[config.mk]
export PLATFORM = sky130hd
export DESIGN_NAME = sync_fifo_flags
export DESIGN_NICKNAME = d
export VERILOG_FILES = /design/src/rtl/fifo_pkg.sv /design/src/rtl/fifo_mem.sv /design/src/rtl/sync_fifo_flags.sv
export SDC_FILE = /design/constraint.sdc
export NUM_CORES = 1
export LEC_CHECK = 0
export CAP_MARGIN = 10
export CORE_ASPECT_RATIO = 2
export CORE_UTILIZATION = 40
export CTS_CLUSTER_DIAMETER = 40
export DETAILED_ROUTE_END_ITERATION = 8
export SLEW_MARGIN = 10
export SYNTH_ARGS = -nofsm -noshare
export SYNTH_HDL_FRONTEND = slang
export SYNTH_SLANG_ARGS = --single-unit
[constraint.sdc]
create_clock -name clk -period 7.3 [get_ports clk]
set_input_delay 1.46 -clock clk [delete_from_list [all_inputs] [get_ports clk]]
set_output_delay 1.46 -clock clk [all_outputs]
set_load 0.02 [all_outputs]
[src/rtl/fifo_pkg.sv]
// Shared FIFO definitions: address-width helper and the status flag bundle.
// Both the synchronous and the dual-clock FIFO use this package.
package fifo_pkg;

    // Number of address bits needed to index a FIFO of 'depth' entries.
    // The result is never less than 1.
    function automatic int addr_w(input int depth);
        return (depth > 1) ? $clog2(depth) : 1;
    endfunction

    // Registered occupancy flags.
    typedef struct packed {
        logic full;
        logic empty;
        logic almost_full;
        logic almost_empty;
    } fifo_status_t;

endpackage

[src/rtl/fifo_mem.sv]
// WIDTH x DEPTH storage with one synchronous write port and one registered
// read port. The storage array and the read register have no reset, so the
// tools are free to map them onto block RAM.
module fifo_mem
    import fifo_pkg::*;
#(
    parameter int WIDTH  = 8,
    parameter int DEPTH  = 8,
    parameter int ADDR_W = addr_w(DEPTH)
) (
    input  logic              clk,
    input  logic              wr_en,
    input  logic [ADDR_W-1:0] wr_addr,
    input  logic [WIDTH-1:0]  wr_data,
    input  logic              rd_en,
    input  logic [ADDR_W-1:0] rd_addr,
    output logic [WIDTH-1:0]  rd_data
);

    logic [WIDTH-1:0] mem_q [DEPTH];
    logic [WIDTH-1:0] rd_data_q;

    // Write the array and register the read word; the read register holds its value when idle.
    always_ff @(posedge clk) begin
        if (wr_en) begin
            mem_q[wr_addr] <= wr_data;
        end
        if (rd_en) begin
            rd_data_q <= mem_q[rd_addr];
        end
    end

    assign rd_data = rd_data_q;

endmodule

[src/rtl/sync_fifo_flags.sv]
// Single-clock FIFO with an occupancy count, almost-full and almost-empty
// thresholds, sticky overflow/underflow flags and a read-data-valid strobe.
// All flags are registered but are computed from the next count, so they
// change on the same edge as the count.
module sync_fifo_flags
    import fifo_pkg::*;
#(
    parameter int WIDTH    = 8,
    parameter int DEPTH    = 8,
    parameter int AF_LEVEL = 6,
    parameter int AE_LEVEL = 1
) (
    input  logic                     clk,
    input  logic                     rst_n,
    input  logic                     wr_EN,
    input  logic [WIDTH-1:0]         data_in,
    input  logic                     rd_EN,
    output logic [WIDTH-1:0]         data_out,
    output logic                     Dout_valid,
    output logic                     full,
    output logic                     empty,
    output logic                     almost_full,
    output logic                     almost_empty,
    output logic [$clog2(DEPTH):0]   count,
    input  logic                     err_clr,
    output logic                     overflow,
    output logic                     underflow
);

    localparam int ADDR_W = addr_w(DEPTH);
    localparam int PTR_W  = ADDR_W + 1;
    localparam int CNT_W  = $clog2(DEPTH) + 1;

    // Reject illegal parameter sets while the design is being elaborated.
    if ((DEPTH < 2) || ((DEPTH & (DEPTH - 1)) != 0)) begin : g_bad_depth
        $error("sync_fifo_flags: DEPTH must be a power of 2 and at least 2");
    end
    if (!((AE_LEVEL >= 0) && (AE_LEVEL < AF_LEVEL) && (AF_LEVEL <= DEPTH))) begin : g_bad_levels
        $error("sync_fifo_flags: need 0 <= AE_LEVEL < AF_LEVEL <= DEPTH");
    end

    // Pointers carry one extra wrap bit; the low ADDR_W bits address the array.
    logic [PTR_W-1:0] wr_ptr_q, wr_ptr_d;
    logic [PTR_W-1:0] rd_ptr_q, rd_ptr_d;
    logic [CNT_W-1:0] count_q, count_d;
    fifo_status_t     status_q, status_d;
    logic             overflow_q, overflow_d;
    logic             underflow_q, underflow_d;
    logic             dout_valid_q, dout_valid_d;
    // Set by the first accepted read after reset. Until then data_out is
    // forced to zero, because the RAM read register itself is never reset.
    logic             data_seen_q, data_seen_d;

    logic             wr_acc;
    logic             rd_acc;
    logic [WIDTH-1:0] mem_rd_data;

    // Accept decisions, next pointers, next count and the flags derived from that next count.
    always_comb begin
        // Acceptance uses only the registered flags. A slot freed by a read
        // therefore cannot be refilled in the same cycle, and an empty FIFO
        // never passes a word straight through to the output.
        wr_acc       = wr_EN && !status_q.full;
        rd_acc       = rd_EN && !status_q.empty;

        wr_ptr_d     = wr_ptr_q + PTR_W'(wr_acc);
        rd_ptr_d     = rd_ptr_q + PTR_W'(rd_acc);
        count_d      = count_q + CNT_W'(wr_acc) - CNT_W'(rd_acc);

        status_d.full         = (count_d == CNT_W'(DEPTH));
        status_d.empty        = (count_d == '0);
        status_d.almost_full  = (count_d >= CNT_W'(AF_LEVEL));
        status_d.almost_empty = (count_d <= CNT_W'(AE_LEVEL));

        // Error flags are sticky. When a new error and err_clr arrive in the
        // same cycle, the new error wins.
        overflow_d   = (wr_EN && status_q.full)  || (overflow_q  && !err_clr);
        underflow_d  = (rd_EN && status_q.empty) || (underflow_q && !err_clr);

        dout_valid_d = rd_acc;
        data_seen_d  = data_seen_q || rd_acc;
    end

    // State registers: asynchronous reset, released synchronously by the reset source.
    always_ff @(posedge clk or negedge rst_n) begin
        if (!rst_n) begin
            wr_ptr_q     <= '0;
            rd_ptr_q     <= '0;
            count_q      <= '0;
            status_q     <= '{full: 1'b0, empty: 1'b1, almost_full: 1'b0, almost_empty: 1'b1};
            overflow_q   <= 1'b0;
            underflow_q  <= 1'b0;
            dout_valid_q <= 1'b0;
            data_seen_q  <= 1'b0;
        end else begin
            wr_ptr_q     <= wr_ptr_d;
            rd_ptr_q     <= rd_ptr_d;
            count_q      <= count_d;
            status_q     <= status_d;
            overflow_q   <= overflow_d;
            underflow_q  <= underflow_d;
            dout_valid_q <= dout_valid_d;
            data_seen_q  <= data_seen_d;
        end
    end

    fifo_mem #(
        .WIDTH  (WIDTH),
        .DEPTH  (DEPTH),
        .ADDR_W (ADDR_W)
    ) u_mem (
        .clk     (clk),
        .wr_en   (wr_acc),
        .wr_addr (wr_ptr_q[ADDR_W-1:0]),
        .wr_data (data_in),
        .rd_en   (rd_acc),
        .rd_addr (rd_ptr_q[ADDR_W-1:0]),
        .rd_data (mem_rd_data)
    );

    assign data_out     = data_seen_q ? mem_rd_data : '0;
    assign Dout_valid   = dout_valid_q;
    assign full         = status_q.full;
    assign empty        = status_q.empty;
    assign almost_full  = status_q.almost_full;
    assign almost_empty = status_q.almost_empty;
    assign count        = count_q;
    assign overflow     = overflow_q;
    assign underflow    = underflow_q;

endmodule
**Word-level counts from Yosys, hierarchy flattened**

Memory sizes are Yosys's and may differ from the RTL's. A register that Yosys moved wholly into a read port is not among the register bits.
Index checks and enable logic that the tools add are counted.

- Add/subtract/negate cells: 4
- Magnitude comparators: 2
- Equality and inequality tests: 1
- Mux-type cells: 3
- Reductions and logical operators: 13

Operator list:

| operator | number |
|---|---|
| 4-bit by 1-bit adder with 4-bit output | 3 |
| 8-bit two-way mux | 1 |
| 1-bit logical AND | 6 |
| 4-bit equality test, second input constant | 1 |
| 4-bit by 3-bit greater-or-equal comparator with 1-bit output, second input constant | 1 |
| 4-bit by 1-bit less-or-equal comparator with 1-bit output, second input constant | 1 |
| 4-bit zero test | 1 |
| 4-bit by 1-bit subtractor with 4-bit output | 1 |
| 1-bit zero test | 3 |
| 1-bit logical OR | 3 |
| 1-bit two-way mux | 2 |

- Register bits after elaboration: 20
- RAM bits: 64
- Input bits: 13
- Output and inout port bits: 19
- Word-level logic and storage cells: 35
- Memories kept: 1

Memory list:

| name | words | bits a word | read ports | clocked after Yosys merged registers in | write ports | line | RTL |
|---|---|---|---|---|---|---|---|
| u_mem.mem_q | 8 | 8 | 1 | 1 | 1 | fifo_mem.sv:20 | `logic [WIDTH-1:0] mem_q [DEPTH];` |

**Depth between registers and ports, before layout**

Gate-level depths: netlist of run 1.

- Word-level depth: 5
- Gate-level depth with buffers: 8
- Gate-level depth less buffers: 7

**Hierarchy**

Synthesis of run 1 repeated with hierarchy kept, for this count alone.

- Cells, all modules: 184
- Area, all modules: 3598.5 um2

By module, submodules not included:

| module | instances | cells an instance | area an instance (um2) |
|---|---|---|---|
| fifo_mem | 1 | 114 | 2771.4 |
| sync_fifo_flags | 1 | 70 | 827.0 |

**Worst setup path before layout of run 1**

No wires, ideal clock.

- Path kind: input port to flip-flop
- From: input rd_EN
- To: register status_q (netlist bit full)
- Setup time: 0.086 ns
- Data arrival time: 3.315 ns
- Data required time: 7.214 ns
- Path slack: 3.899 ns
- Cell stages on the path: 7
- Path buffers: 1
- Cell sequence: nor2b_1 -> clkbuf_1 -> xor2_1 -> ha_1 -> fa_1 -> or3_1 -> nor3_1

RTL lines:

| element | line | RTL |
|---|---|---|
| start: declaration | sync_fifo_flags.sv:17 | `input logic rd_EN,` |
| end signal: assignment | sync_fifo_flags.sv:90 | `status_q <= '{full: 1'b0, empty: 1'b1, almost_full: 1'b0, almost_empty: 1'b1};` |
| end signal: assignment | sync_fifo_flags.sv:99 | `status_q <= status_d;` |
| end: declaration | sync_fifo_flags.sv:46 | `fifo_status_t status_q, status_d;` |

==> results of run 1 <==
## layout by cell type, fill, tap and decap left out, drive strengths merged
master / synthesis / routed
ha: 6 / 6
nor2b: 2 / 2
xor2: 6 / 6
mux4: 16 / 16
and3: 1 / 1
dfstp: 2 / 2
dfrtp: 16 / 16
clkinv: 0 / 3
or2: 1 / 1
or3: 1 / 1
a21oi: 3 / 3
mux2: 8 / 8
nor2: 7 / 7
clkinvlp: 0 / 2
clkdlybuf4s50: 0 / 31
nand3: 2 / 2
and2: 9 / 9
fa: 1 / 1
clkbuf: 2 / 11
a21o: 1 / 1
inv: 4 / 4
nor3: 4 / 4
edfxtp: 72 / 72
a211oi: 1 / 1
o21ai: 4 / 4
nand2: 5 / 5
xnor2: 1 / 1
buf: 4 / 3
nand2b: 4 / 4
## tightest hold or removal path, stage by stage (launching register included)
cell and delay [ps]:
sky130_fd_sc_hd__dfrtp_1 380, sky130_fd_sc_hd__inv_1 50, sky130_fd_sc_hd__o21ai_0 70
## layout make-up
type	instances	area, um2	area share [%]
Multi-Input combinational cell	83	905.9	21.19
Timing Repair Buffer	34	332.8	7.785
Sequential cell	90	2615	61.16
Clock inverter	5	28.78	0.6731
Tap cell	100	125.1	2.927
Inverter	4	15.01	0.3512
Clock buffer	11	252.7	5.912
## registers in the layout, indices dropped and copies added (netlist names), 3 cells and up
| signal | flops |
|---|---|
| u_mem.rd_data | 8 |
| count | 4 |
| wr_ptr_q | 3 |
| rd_ptr_q | 3 |
| u_mem.mem_q | 64 |
## worst paths after layout
check                      startpoint     endpoint  slack [ps]  cells after the start
max in group asynchronous       rst_n  rd_ptr_q[0]        5150                      1
hold reg to reg             underflow    underflow         540                      2
setup reg to reg                empty         full        5000                      8
hold / removal              underflow    underflow         540                      2
setup / recovery                rd_EN         full        3850                      8
min in group asynchronous       rst_n  wr_ptr_q[0]        1620                      1
## stage by stage
stage	utilization [%]	hold WS [ps]	setup WS, ps	cell area (um2)
6_report	49.44	540.6	3851	4275
3_5_place_dp	46.18	532.3	3516	3994
5_1_grt	49.44	586.6	3638	4275
3_3_place_gp	46.18	523.7	3553	3994
4_1_cts	49.44	545.8	3829	4275
2_1_floorplan	-	476.5	3899	3585
## logic make-up (layout without fill, tap and decap cells)
| kind of cell | Yosys count | count (layout) | share of synthesized area (%) |
|---|---|---|---|
| muxes | 24 | 24 | 14.24 |
| adders and majority gates | 7 | 7 | 2.653 |
| AOI/OAI and AO/OA | 9 | 9 | 1.396 |
| and+or+nand+nor | 36 | 36 | 5.271 |
| DFF | 90 | 90 | 72.95 |
| buffers and inverters | 10 | 54 | 1.780 |
| xor gates and xnor gates | 7 | 7 | 1.710 |
## report_power, final
group	internal (mW)	total (mW)	switching, mW	leakage [nW]
combinational	0.289	0.528	0.239	0.522
sequential	0.683	0.781	0.0982	0.868
clock	0.246	0.423	0.177	0.135
## metal layers
layer	up-vias	GRT usage, %	wire, um
li1	785	-	-
met1	848	15.46	2148
met2	34	28.32	3653
met3	12	3.523	159
met4	0	8.390	174
met5	-	0	0
==> run_results.csv, run 1 <==
group,metric,value,unit
logic_synthesis,synth-edff-count,72,
die,site_row_count,48,
clock_tree,hold_buffers,0,
final_layout,fill_cells,758,
routing,initialDrtViolationCount,90,
setup_path,critPathCaptureType,"flop",
clock_tree,worst_setup_hold_path_clk_slew,60,ps
logic_synthesis,syn-mean-instance-area,19.59,um2
die,core_area,8648,um2
logic_synthesis,synth.largest_area_cell,"sky130_fd_sc_hd__edfxtp_1",
power,total_power,1.733,mW
routing,routedWlPerCell,18.76,um
setup_path,critical_path_start_end_classification,"in -> reg",
die,chipHeight,135.9,um
logic_synthesis,yosysWarningCount,0,
global_route,overall_global_routing_resource_usage,15.62,%
clock_tree,post-cts-setup-buffer-count,0,
logic_synthesis,synth.ff_latch_count,90,
clock_tree,cts.sink_count,90,
logic_synthesis,synth_flop_cell,"sky130_fd_sc_hd__edfxtp_1",
final_layout,area_delta_synth_final,19.27,%
place,placedCellCount,311,
setup_path,startpoint_type,"primary input",
setup_path,critical_path_peak_fanout,14,
setup_path,critPathBufInv,2,
setup_path,crit_slowest_cell,"sky130_fd_sc_hd__clkdlybuf4s50_1",
die,width_of_the_die,68.94,um
outcome,outcome,"finished, final reports clean",
routing,route.final.wire_length,6.135,mm
sta,final_period_minus_worst_setup_slack,3449,ps
sta,hold_viol,0,
clock_tree,clkLatencyLatePin,330,ps
sta,worst_slew_margin_rel,32.18,%
sta,grt_setup_unrepaired,"false",
routing,via_count,1679,
setup_path,crit_path_max_incr_delay,470,ps
clock_tree,cts-root-buf,"sky130_fd_sc_hd__clkbuf_16",
flow_run,drv_cap,0,
worst_hold_path,worst_hold_path_type,"reg -> reg",
power,cell_area_power_density,405.2,nW/um2
place,detailedPlacementHpwl,4.267,mm
sta,period_share,47.25,%
sta,clock.fmax,289.9,MHz
sta,worstMarginPinSlew,1017,ps
logic_synthesis,synth_top_cell_area_share,60.31,%
global_route,grt_start_max_net_pins,19,
die,initial_utilization,41.45,%
logic_synthesis,netlist_top_cells_count,"72 x sky130_fd_sc_hd__edfxtp_1, 16 x sky130_fd_sc_hd__dfrtp_1",
logic_synthesis,synthesis.area,3585,um2
global_route,number_of_antenna_violations_at_the_first_check_in_global_routing,0,
logic_synthesis,ys_seq_area_share,72.95,%
place,port_buffers,31,
routing,routed_via_density,5.135,
clock_tree,cts-htree-levels,3,
logic_synthesis,synth.most_common_cell,"sky130_fd_sc_hd__edfxtp_1",
final_layout,drive_above_1_share,16.74,%
logic_synthesis,synth_cells,183,
final_layout,nNetsFinal,242,
final_layout,finish.cell_count_without_fillers,327,
power,irDropWorstVdd,0.0001767,V
power,leakagePower,1.526,nW
setup_path,critical_path.cell_chain,"clkdlybuf4s50_1 > nor2b_1 > buf_4 > xor2_1 > ha_1 > fa_1 > or3_1 > nor3_1",
logic_synthesis,synth.area.top_cells,"sky130_fd_sc_hd__edfxtp_1 60%, sky130_fd_sc_hd__dfrtp_1 11%, sky130_fd_sc_hd__mux4_1 5.9%",
sta,final.setup.tns,0,ps
logic_synthesis,ys_async_sr_fraction,20.00,%
clock_tree,cts-root-to-sink-buffers,2,
sta,finalMaxSlewViolations,0,
place,gp_congestion,0.8131,
logic_synthesis,synth.distinct_cells,30,
die,design.portCount,32,
routing,post-route-drc-count,0,
setup_path,cp_data_required_time,7550,ps
setup_path,critPathTopFamily,"buffers and inverters",
clock_tree,cts_repair_resize_count,0,
global_route,grt.overflow.total,0,
die,design.die.area,9368,um2
global_route,global_route_wire_length_before_repair,9.729,mm
global_route,first_global_vias,1824,
sta,setup_violations,0,
routing,drt.antenna.violating_nets,0,
logic_synthesis,syn_nets,203,
routing,total_iterations_of_the_first_detailed_routing_run,4,
clock_tree,tritoncts.num_buffers,9,
final_layout,insertedDiodeCount,0,
clock_tree,cts_tree,"yes",
sta,clock-skew-final,6.082,ps
setup_path,cp_data_arrival_time,3700,ps
No activity file was read; power rests on OpenSTA's default activity.
==> run 2, diff against run 1 <==
==> constraint.sdc (replaced) <==
create_clock -name clk -period 3.6 [get_ports clk]
set_input_delay 0.72 -clock clk [delete_from_list [all_inputs] [get_ports clk]]
set_output_delay 0.72 -clock clk [all_outputs]
set_load 0.02 [all_outputs]
==> run_results.csv, run 2 (synthesis results as in run 1) <==
group,metric,value,unit
outcome,outcome,"finished, final reports clean",
setup_path,critPathCaptureType,"flop",
final_layout,stdcell_area,4319,um2
routing,total_iterations_of_the_first_detailed_routing_run,4,
clock_tree,worst_setup_hold_path_clk_slew,60,ps
place,gp_congestion,0.7995,
global_route,number_of_antenna_violations_at_the_first_check_in_global_routing,0,
routing,via_count,1697,
sta,clock-skew-final,6.917,ps
sta,worstMarginPinSlew,810.9,ps
setup_path,cp_data_arrival_time,2990,ps
place,detailedPlacementHpwl,4.246,mm
final_layout,registers.top_by_ff_count,"u_mem.mem_q",
power,leakagePower,1.561,nW
setup_path,critical_path.cell_chain,"clkdlybuf4s50_1 > nor2b_1 > xor2_1 > ha_1 > fa_1 > or3_1 > nor3_1",
sta,clock.fmax,365.3,MHz
power,switching_share,29.81,%
routing,drt.antenna.violating_nets,0,
final_layout,area_delta_synth_final,20.49,%
flow_run,drv_cap,0,
die,width_of_the_die,68.94,um
final_layout,finish.cell_count_without_fillers,334,
setup_path,crit_path_max_incr_delay,480,ps
die,initial_utilization,41.45,%
final_layout,insertedDiodeCount,0,
final_layout,drive_above_1_share,18.80,%
sta,setup_violations,0,
clock_tree,cts_repair_resize_count,0,
die,chipHeight,135.9,um
power,cell_area_power_density,817.0,nW/um2
clock_tree,tritoncts.num_buffers,9,
sta,final.setup.tns,0,ps
die,site_row_count,48,
sta,final_period_minus_worst_setup_slack,2737,ps
final_layout,largest_register_ff_count,64,
sta,hold_viol,0,
power,p_seq_share,43.3,%
global_route,overall_global_routing_resource_usage,15.17,%
setup_path,timing.reg2reg.worst_path_depth,6,
global_route,grt_start_max_net_pins,19,
sta,period_share,76.03,%
setup_path,critical_path_peak_fanout,5,
die,design.portCount,32,
power,p_sw,1.052,mW
routing,route.final.wire_length,6.102,mm
worst_hold_path,worst_hold_path_type,"reg -> reg",
final_layout,final_core_utilization,49.94,%
die,core_area,8648,um2
routing,initialDrtViolationCount,108,
clock_tree,cts-root-buf,"sky130_fd_sc_hd__clkbuf_16",
power,irDropWorstVdd,0.0003797,V
setup_path,cp_data_required_time,3850,ps
clock_tree,cts.sink_count,90,
place,port_buffers,31,
clock_tree,cts-htree-levels,3,
sta,finalMaxSlewViolations,0,
routing,post-route-drc-count,0,
final_layout,layout_commonest_cell,"sky130_fd_sc_hd__edfxtp_1",
power,clock_power_share,23.8,%
global_route,global_route_wire_length_before_repair,9.459,mm
clock_tree,clkLatencyLatePin,330,ps
power,intPower,2.477,mW
sta,worst_slew_margin_rel,45.77,%
final_layout,nNetsFinal,249,
worst_hold_path,timing.hold.worst_path_depth,1,
clock_tree,cts_tree,"yes",
final_layout,leading_cell_types_in_the_layout_fill_and_taps_excluded,"72 x sky130_fd_sc_hd__edfxtp_1, 31 x sky130_fd_sc_hd__clkdlybuf4s50_1, 16 x sky130_fd_sc_hd__dfrtp_1",
place,placedCellCount,318,
global_route,grt.overflow.total,0,
routing,routedWlPerCell,18.27,um
setup_path,crit_slowest_cell,"sky130_fd_sc_hd__clkdlybuf4s50_1",
clock_tree,post-cts-setup-buffer-count,0,
routing,routed_via_density,5.081,
sta,grt_setup_unrepaired,"false",
global_route,first_global_vias,1811,
setup_path,startpoint_type,"primary input",
place,placed_area,4046,um2
setup_path,critical_path_start_end_classification,"in -> reg",
clock_tree,cts-root-to-sink-buffers,2,
power,power_frac_comb,32.8,%
die,design.die.area,9368,um2
clock_tree,hold_buffers,0,
final_layout,fill_cells,737,
==> run 2: power groups by stage <==
stage / Combinational (mW) / Clock [mW] / Sequential [mW]
6_report: 1.16 / 0.842 / 1.53
5_1_grt: 1.26 / 0.902 / 1.56
4_1_cts: 1.18 / 0.866 / 1.54
3_5_place_dp: 1.18 / 0 / 1.56
3_3_place_gp: 1.16 / 0 / 1.55
2_1_floorplan: 0.827 / 0 / 1.52
==> run 2: metrics by stage <==
| stage | power (mW) | setup WS (ps) | hold slack [ps] |
|---|---|---|---|
| floorplan | 2.344 | 939.2 | 424.4 |
| global placement | 2.716 | 570.6 | 514.6 |
| detailed placement | 2.734 | 529.5 | 520.7 |
| CTS | 3.584 | 847.5 | 536.2 |
| global route | 3.723 | 727.2 | 552.6 |
| finish | 3.529 | 862.8 | 531.3 |
==> run 2: layer usage <==
metal | share of wire [%] | up-vias | global-route usage (%) | wire length, um
li1 | - | 807 | - | -
met3 | 2.9 | 12 | 3.943 | 179
met2 | 57 | 40 | 26.21 | 3480
met4 | 3.1 | 0 | 8.163 | 187
met5 | 0 | - | 0 | 0
met1 | 37 | 838 | 16.03 | 2255
==> run 2: path summary, 6_finish.rpt <==
check                      slack (ps)          end        start
min reg2reg                       530  wr_ptr_q[0]  wr_ptr_q[0]
max in group asynchronous        2240  rd_ptr_q[2]        rst_n
min                               530  wr_ptr_q[0]  wr_ptr_q[0]
max                               860         full        wr_EN
min in group asynchronous         850     count[1]        rst_n
max reg2reg                      1330         full         full
==> run 2: worst max-delay path: cells and delay by family <==
kind                       cells  cell delay [ps]
buffers and inverters          1              480
adders and majority gates      2              680
xor gates and xnor gates       1              190
and+or+nand+nor                3              920
==> run 2: final cells by class <==
cell class / count / area, um2 / share of cell area (%)
flip-flops and latches: 90 / 2615 / 60.54
multi-input cells: 83 / 905.9 / 20.97
repair buffers: 41 / 385.4 / 8.922
clock buffers: 11 / 242.7 / 5.620
well taps: 100 / 125.1 / 2.897
clock inverters: 5 / 30.03 / 0.6952
inverters: 4 / 15.01 / 0.3476
==> run 3, diff against run 2 <==
==> constraint.sdc (replaced) <==
create_clock -name clk -period 2.5 [get_ports clk]
set_input_delay 0.5 -clock clk [delete_from_list [all_inputs] [get_ports clk]]
set_output_delay 0.5 -clock clk [all_outputs]
set_load 0.02 [all_outputs]
==> run_results.csv, run 3 (synthesis results as in run 1) <==
group,metric,value,unit
global_route,number_of_antenna_violations_at_the_first_check_in_global_routing,0,
die,design.die.area,9368,um2
sta,final_period_minus_worst_setup_slack,2393,ps
setup_path,critical_path_peak_fanout,2,
routing,drt.antenna.violating_nets,0,
sta,hold_viol,0,
routing,initialDrtViolationCount,86,
clock_tree,clkLatencyLatePin,340,ps
routing,routed_via_density,5.176,
setup_path,critical_path.reg2reg.endpoint,"full",
setup_path,cp_data_arrival_time,2630,ps
final_layout,fill_cells,737,
sta,finalMaxSlewViolations,0,
setup_path,critPathTopFamily,"simple AND/OR/NAND/NOR gates",
setup_path,critical_path_start_end_classification,"in -> reg",
clock_tree,cts.sink_count,90,
final_layout,leading_cell_types_in_the_layout_fill_and_taps_excluded,"72 x sky130_fd_sc_hd__edfxtp_1, 31 x sky130_fd_sc_hd__clkdlybuf4s50_1, 16 x sky130_fd_sc_hd__dfrtp_1, 16 x sky130_fd_sc_hd__buf_4, 11 x sky130_fd_sc_hd__clkbuf_16",
setup_path,rrSetupSlack,400,ps
worst_hold_path,worst_hold_path_type,"in -> async",
power,cell_area_power_density,1198,nW/um2
routing,via_count,1760,
die,site_row_count,48,
final_layout,area_delta_synth_final,22.72,%
clock_tree,cts-root-buf,"sky130_fd_sc_hd__clkbuf_16",
setup_path,timing.reg2reg.worst_path_depth,7,
clock_tree,cts-root-to-sink-buffers,2,
setup_path,startpoint_type,"primary input",
routing,total_iterations_of_the_first_detailed_routing_run,4,
final_layout,layout_commonest_cell,"sky130_fd_sc_hd__edfxtp_1",
global_route,grt_start_max_net_pins,19,
setup_path,cp-startpoint,"rd_EN",
die,initial_utilization,41.45,%
routing,post-route-drc-count,0,
sta,grt_setup_unrepaired,"false",
flow_run,drv_cap,0,
power,total_power,5.271,mW
routing,route.final.wire_length,6.164,mm
global_route,overall_global_routing_resource_usage,15.46,%
clock_tree,cts_tree,"yes",
setup_path,critPathCaptureType,"flop",
outcome,outcome,"finished, final reports clean",
final_layout,registers.top_by_ff_count,"u_mem.mem_q",
final_layout,stdcell_area,4399,um2
sta,worstMarginPinSlew,694.0,ps
clock_tree,worst_setup_hold_path_clk_slew,60,ps
routing,routedWlPerCell,18.13,um
final_layout,drive_above_1_share,21.25,%
power,leakagePower,1.607,nW
sta,period_share,95.73,%
die,design.portCount,32,
die,chipHeight,135.9,um
global_route,grt.overflow.total,0,
place,placed_area,4091,um2
place,port_buffers,31,
sta,clock-skew-final,7.243,ps
final_layout,insertedDiodeCount,0,
sta,worst_slew_margin_rel,53.74,%
clock_tree,cts-htree-levels,3,
final_layout,largest_register_ff_count,64,
die,core_area,8648,um2
global_route,global_route_wire_length_before_repair,9.528,mm
die,width_of_the_die,68.94,um
sta,clock.fmax,417.8,MHz
place,detailedPlacementHpwl,4.291,mm
clock_tree,cts_repair_resize_count,0,
power,irDropWorstVdd,0.0004965,V
global_route,first_global_vias,1856,
final_layout,nNetsFinal,255,
setup_path,cp_data_required_time,2740,ps
clock_tree,tritoncts.num_buffers,9,
sta,final.setup.tns,0,ps
clock_tree,post-cts-setup-buffer-count,0,
setup_path,rr_startpoint,"empty",
setup_path,critical_path.cell_chain,"clkdlybuf4s50_1 > nor2b_1 > xor2_1 > ha_1 > fa_1 > or3_1 > nor3_1",
setup_path,critPathBufInv,1,
place,gp_congestion,0.7950,
clock_tree,hold_buffers,0,
setup_path,crit_slowest_cell,"sky130_fd_sc_hd__clkdlybuf4s50_1",
setup_path,crit_path_max_incr_delay,470,ps
sta,setup_violations,0,
[run 3: final cells by class]
| type | count | area, um2 | area share (%) |
|---|---|---|---|
| well taps | 100 | 125.1 | 2.844 |
| clock inverters | 4 | 28.78 | 0.6542 |
| flip-flops and latches | 90 | 2615 | 59.44 |
| inverters | 4 | 15.01 | 0.3413 |
| clock buffers | 12 | 279.0 | 6.342 |
| repair buffers | 47 | 430.4 | 9.784 |
| multi-input cells | 83 | 905.9 | 20.59 |
[run 3: through the flow]
stage	util [%]	std cells	hold WS, ps	worst slack, ps
global placement	47.31	324	506.1	-131.3
finish	50.87	340	497.5	106.6
detailed placement	47.31	324	521.3	-204.9
floorplan	-	183	204.4	59.20
global route	50.87	340	521.1	60.68
CTS	50.87	340	499.5	116.2
[run 3: worst max-delay path by stage]
stage,cells after the start,to
finish,7,full
floorplan,7,full
CTS,7,full
global route,8,full
detailed placement,7,full
global placement,7,full
[run 3: where the power goes]
part / internal, mW / switching [mW]
combinational: 0.936 / 0.796
sequential: 1.99 / 0.212
clock: 0.797 / 0.537
total: 3.73 / 1.54
[run 3: layer usage]
layer  share of wire (%)  track usage (%)
met5                   0                0
met4                 4.8            11.90
met3                 3.8            3.272
met2                  57            26.86
met1                  35            14.89
